File: src/rtl/display_timing_640x480.sv
// Raster timing generator for a 640x480 60 Hz display: position counters, syncs,
// data enable, line/frame strobes and a completed-frame counter, all registered.
module display_timing_640x480 #(
  parameter int   H_ACTIVE = 640,
  parameter int   H_FP     = 16,
  parameter int   H_SYNC   = 96,
  parameter int   H_BP     = 48,
  parameter int   V_ACTIVE = 480,
  parameter int   V_FP     = 10,
  parameter int   V_SYNC   = 2,
  parameter int   V_BP     = 33,
  parameter logic H_POL    = 1'b0,
  parameter logic V_POL    = 1'b0,
  parameter int   CORDW    = 10,
  parameter int   FCW      = 16
) (
  input  logic             clk_pix,
  input  logic             rst,
  input  logic             clk_pix_locked,
  output logic [CORDW-1:0] sx,
  output logic [CORDW-1:0] sy,
  output logic             hsync,
  output logic             vsync,
  output logic             de,
  output logic             line,
  output logic             frame,
  output logic [FCW-1:0]   frame_count
);

  localparam int H_TOTAL = H_ACTIVE + H_FP + H_SYNC + H_BP;
  localparam int V_TOTAL = V_ACTIVE + V_FP + V_SYNC + V_BP;

  localparam logic [CORDW-1:0] H_LAST = CORDW'(H_TOTAL - 1);
  localparam logic [CORDW-1:0] V_LAST = CORDW'(V_TOTAL - 1);
  localparam logic [CORDW-1:0] H_ACT  = CORDW'(H_ACTIVE);
  localparam logic [CORDW-1:0] V_ACT  = CORDW'(V_ACTIVE);
  localparam logic [CORDW-1:0] HS_STA = CORDW'(H_ACTIVE + H_FP);
  localparam logic [CORDW-1:0] HS_END = CORDW'(H_ACTIVE + H_FP + H_SYNC - 1);
  localparam logic [CORDW-1:0] VS_STA = CORDW'(V_ACTIVE + V_FP);
  localparam logic [CORDW-1:0] VS_END = CORDW'(V_ACTIVE + V_FP + V_SYNC - 1);

  logic [CORDW-1:0] sx_q, sx_d, sy_q, sy_d;
  logic             hsync_q, vsync_q, de_q, line_q, frame_q;
  logic [FCW-1:0]   fc_q;
  logic             first_q;  // still inside the first frame after a hold
  logic             hold;

  assign hold = !rst || !clk_pix_locked;

  always_comb begin
    sx_d = (sx_q == H_LAST) ? '0 : sx_q + 1'b1;
    sy_d = sy_q;
    if (sx_q == H_LAST) sy_d = (sy_q == V_LAST) ? '0 : sy_q + 1'b1;
  end

  // Syncs/strobes decode the next-state counters so they line up with sx/sy.
  always_ff @(posedge clk_pix) begin
    if (hold) begin
      sx_q    <= H_LAST;
      sy_q    <= V_LAST;
      hsync_q <= ~H_POL;
      vsync_q <= ~V_POL;
      de_q    <= 1'b0;
      line_q  <= 1'b0;
      frame_q <= 1'b0;
      fc_q    <= '0;
      first_q <= 1'b1;
    end else begin
      sx_q    <= sx_d;
      sy_q    <= sy_d;
      hsync_q <= (sx_d >= HS_STA && sx_d <= HS_END) ? H_POL : ~H_POL;
      vsync_q <= (sy_d >= VS_STA && sy_d <= VS_END) ? V_POL : ~V_POL;
      de_q    <= (sx_d < H_ACT) && (sy_d < V_ACT);
      line_q  <= (sx_d == '0);
      frame_q <= (sx_d == '0) && (sy_d == '0);
      if (sx_d == '0 && sy_d == '0) begin
        if (!first_q) fc_q <= fc_q + FCW'(1);
        first_q <= 1'b0;
      end
    end
  end

  assign sx          = sx_q;
  assign sy          = sy_q;
  assign hsync       = hsync_q;
  assign vsync       = vsync_q;
  assign de          = de_q;
  assign line        = line_q;
  assign frame       = frame_q;
  assign frame_count = fc_q;

endmodule

File: config.mk
export PLATFORM = sky130hd
export DESIGN_NAME = display_timing_640x480
export DESIGN_NICKNAME = d
export VERILOG_FILES = /design/src/rtl/display_timing_640x480.sv
export SDC_FILE = /design/constraint.sdc
export NUM_CORES = 1
export LEC_CHECK = 0
export ABC_AREA = 0
export CORE_MARGIN = 5
export CORE_UTILIZATION = 47
export DETAILED_ROUTE_END_ITERATION = 7
export GPL_TIMING_DRIVEN = 0
export PLACE_DENSITY_LB_ADDON = 0.1
export SLEW_MARGIN = 30
export SYNTH_ARGS = -nofsm -noshare
export SYNTH_HDL_FRONTEND = slang
export SYNTH_SLANG_ARGS = --single-unit
File: constraint.sdc
create_clock -name clk_pix -period 3 [get_ports clk_pix]
set_clock_uncertainty 0.1 [all_clocks]
set_input_delay 0.45 -clock clk_pix [delete_from_list [all_inputs] [get_ports clk_pix]]
set_output_delay 0.45 -clock clk_pix [all_outputs]
set_load 0.02 [all_outputs]
==> run summary <==
The peak ir drop on the vdd network is roughly 300 µV. The worst-case headroom to the max-slew limit came out at 51.7%. Summing all placed instances gives a cell area of between 2000 and 3000 µm².

The via count of the first global-routing pass came out at between 2k and 2.5k. The per-cell routed wire length came out at 15.2 µm. STA classifies the critical path endpoint as a flop.

The number of cells on the worst reg-to-reg path came out at 10. The library cell used most frequently in the layout, excluding fill and tap cells, is sky130_fd_sc_hd__clkdlybuf4s50_1. In the synthesized netlist the async set-or-reset flop fraction comes to 0%. The global routing met2 resource utilization is between 30% and 40%.

Buffers inserted during clock tree synthesis total 5. The final instance count without filler cells came out at 414. The commonest register cell after synthesis is sky130_fd_sc_hd__dfxtp_1. The count of vias placed by the detailed router came out at roughly 2.4k.

In this run the count of I/O pins placed on the die edge is 44. The number of remaining DRC errors came out at 0. Of all nets on the critical path, the largest fanout is 10. The number of port buffers came out at 43. Once detailed placement completed, the half-perimeter wirelength came to around 4400 µm.

The most heavily used metal layer in global routing is met2. The final reports fail on negative setup slack. The summed negative setup slack over all endpoints is -0.853 ns. TritonCTS built the clock tree. The ratio of routed vias to standard cells is between 5 and 6. The register area share after synthesis is between 30% and 40%. The layout cell share with drive strength beyond 1 came out at 19.6%.

The count of unique library cells instantiated by Yosys came out at between 40 and 50. The number of max-cap violations is 0. The critical path in this run is classified as flop to flop. The endpoint arrival time on the critical path came out at roughly 3.2 ns. The number of rows in the core area came out at 25.

The slew of the pin with the lowest slew margin is about 0.7 ns. The summed instance area of the synthesized netlist is 2330 µm². After synthesis, the mean cell area works out to about 8.2 µm².

The most critical setup path has its startpoint at sy[7]$_SDFF_PP0_. The met3 track demand over resource in global routing came out at 4.37%. The number of nets with antenna violations after routing came out at 0. The number of hold-slack violations in the final timing report is 0. The maximum root-to-sink buffer count came out at 2.

The iteration-0 DRC count of the detailed router came out at 118. The deepest level of the CTS H-tree is 2. The routed wire length came out at 6270 µm. The horizontal die dimension is slightly above 80 µm.

The number of nets handed over by synthesis was 295. The global-route usage over all layers came out at between 20% and 30%. The required time of the worst setup path is 3.06 ns. The synthesis-to-finish area growth came out at 36.3%. The top cell types in the final layout, fill and taps aside, are sky130_fd_sc_hd__clkdlybuf4s50_1 (43), sky130_fd_sc_hd__dfxtp_1 (33), sky130_fd_sc_hd__nand2_1 (22), sky130_fd_sc_hd__nor2_1 (22), sky130_fd_sc_hd__a21oi_1 (20). For this run, global-route usage on met1 was measured as about a quarter. The maximum frequency from static timing analysis came out at around 0.32 GHz. The shortest clock period the worst path allows after layout came out at approximately 3.1 ns. In this run the critical register-to-register path is launched from sy[7]$_SDFF_PP0_. Counting instances, the worst hold path has a depth of 1.

The cell area power density is around 430 nW/µm². The effective utilization at floorplan came out at between 40% and 50%. The net switching power came out at approximately 430 µW. The yosys synthesis warning count is 0. The flow ran to the end, but the final reports show violations. The clock transition at the registers of the reported paths is ~0.08 ns.

The synthesized instance count is 286. The setup-violating endpoint count in the final report is 14. The post-layout worst setup margin is -0.108 ns. The share of the core filled with cells came out at about two thirds. The die outline area came out at about 6500 µm². In this run, the clock network consumes about 28% of the power. The type of the most critical hold path is flop to flop. Buffers inserted to repair hold after CTS numbered 0.

The clock net sink count came out at 42. The worst setup path is launched from a flop. The fraction of the cycle the final worst path needs is 104%. The overall die height came out at ~80 µm.

Entering global routing, the biggest net connects 13 pins. The synthesized flop and latch total is 42. The sequential power share came out at between 40% and 50%.

The length of the first detailed-routing pass in iterations came out at 4. The leakage power total came out at roughly 0.0011 µW. The later pin in the worst-skew pair is clocked with a latency of 0.29 ns. Routability-driven placement finished with a final weighted congestion of a little over 0.9. Counting flops with a built-in enable in the synthesized netlist gives 0.

The number of antenna violations at the first check in global routing came out at 0. The net count reported at finish is about 360. The cell sitting at the root of the clock tree is a sky130_fd_sc_hd__clkbuf_8. Setup repair after global routing could not meet its margin everywhere. The cell-internal power came out at between 900 and 1000 µW. The global-route wire length before repair came out at around 11000 µm. The placeable core area is between 4000 and 5000 µm².

The repair_antennas step left the layout with diodes totalling 0. The part of the power in combinational logic came out at ~28%. The finished layout cell area came out at approximately 3200 µm². The hold path startpoint is first_q$_SDFFE_PP1P_. Global routing finished with a remaining overflow of 0. The fraction of power spent switching nets came out at between 30% and 40%. The number of fill cells is 437.

Once placement completed, the tool counted placed cells totaling 396. The max-slew violation total from the final report is 0. The worst hold margin came out at approximately 0.36 ns.
-- cell families (layout without fill, tap and decap cells) --
logic type / Yosys count / after routing / synth area share (%)
AND/OR/NAND/NOR: 132 / 132 / 32.4
AO/OA/AOI/OAI: 67 / 67 / 17.9
flip-flops: 42 / 42 / 36.0
buffers and inverters: 26 / 87 / 5.52
XOR/XNOR: 11 / 11 / 4.13
adder cells (fa/ha/maj): 6 / 6 / 3.22
multiplexers: 2 / 2 / 0.857
-- stage by stage --
step                      total power (µW)  worst slack (ns)
after floorplan                        829           -0.0813
after global placement                 916            -0.194
after detailed placement               918            -0.263
after CTS                             1350            -0.149
after global routing                  1440            -0.212
final                                 1370            -0.108
-- worst paths after layout --
kind / to / slack, ns
worst max register to register: frame_count[10]$_SDFFE_PP0P_ / -0.11
worst max-delay path: frame_count[10]$_SDFFE_PP0P_ / -0.11
worst min register to register: first_q$_SDFFE_PP1P_ / 0.36
worst min-delay path: first_q$_SDFFE_PP1P_ / 0.36
-- area by class of cell --
cell class	instances	area, µm²	share of cell area (%)
Sequential cell	42	857	26.9
Tap cell	67	83.8	2.63
Timing Repair Buffer	56	532	16.7
Inverter	6	22.5	0.708
Clock inverter	1	5.00	0.157
Multi-Input combinational cell	218	1480	46.4
Clock buffer	7	86.3	2.71
Buffer	17	119	3.74
-- per-layer routing --
layer  vias to the layer above  wire length [µm]
li1                       1174                 -
met1                      1147              2890
met2                        63              2980
met3                         9               310
met4                         0                89
met5                         -                 0
-- synth_stat cells, types with 3 or more instances --
library cell               count  area (µm²)
sky130_fd_sc_hd__dfxtp_1      42         841
sky130_fd_sc_hd__xnor2_1       3        26.3
sky130_fd_sc_hd__ha_1          6        75.1
sky130_fd_sc_hd__xor2_1        8        70.1
sky130_fd_sc_hd__nand2_1      22        82.6
sky130_fd_sc_hd__nor2_1       22        82.6
sky130_fd_sc_hd__inv_1         6        22.5
sky130_fd_sc_hd__or4_1         8        60.1
sky130_fd_sc_hd__buf_2         7        35.0
sky130_fd_sc_hd__nand4_1       9        56.3
sky130_fd_sc_hd__nand2b_1      5        31.3
sky130_fd_sc_hd__o31ai_1       6        45.0
sky130_fd_sc_hd__nor3_1        9        45.0
sky130_fd_sc_hd__o31a_1        3        26.3
sky130_fd_sc_hd__a21oi_1      25         125
sky130_fd_sc_hd__and2_1        4        25.0
sky130_fd_sc_hd__o21ai_0      16        80.1
sky130_fd_sc_hd__and3_1        6        37.5
sky130_fd_sc_hd__nor4_1        5        31.3
sky130_fd_sc_hd__nand3_1      15        75.1
sky130_fd_sc_hd__clkbuf_1      8        30.0
sky130_fd_sc_hd__or3_1        11        68.8
sky130_fd_sc_hd__nand4b_1      3        26.3
-- repair_timing --
item                                    in CTS  in global routing
hold endpoints to repair                     0                  0
setup buffers                               10                  3
pin swaps                                   28                 11
endpoints found under the setup margin      16                 16
resized for setup                           23                 13
-- registers in the layout, indices dropped and copies added, names as in the netlist --
name and cells:
de 1, frame 1, frame_count 16, first_q 1, vsync 1, line 1, sx 10, hsync 1
sy 10
-- power groups by stage --
stage	combinational (µW)	sequential [µW]	clock (µW)
after floorplan	208	621	0
after global routing	416	598	423
after detailed placement	313	605	0
after global placement	311	605	0
final	387	595	386
after CTS	362	592	396
-- worst max-delay path, cell delays in order (launching register included) --
cell                       delay, ns
sky130_fd_sc_hd__dfxtp_1        0.33
sky130_fd_sc_hd__buf_6          0.14
sky130_fd_sc_hd__or3_4          0.41
sky130_fd_sc_hd__o32ai_4        0.28
sky130_fd_sc_hd__a22oi_2        0.13
sky130_fd_sc_hd__or4_1          0.40
sky130_fd_sc_hd__or4_4          0.51
sky130_fd_sc_hd__clkbuf_4       0.20
sky130_fd_sc_hd__clkbuf_4       0.20
sky130_fd_sc_hd__o21ai_0        0.20
sky130_fd_sc_hd__a21oi_1        0.09
Power figures use the tool's default switching activity.
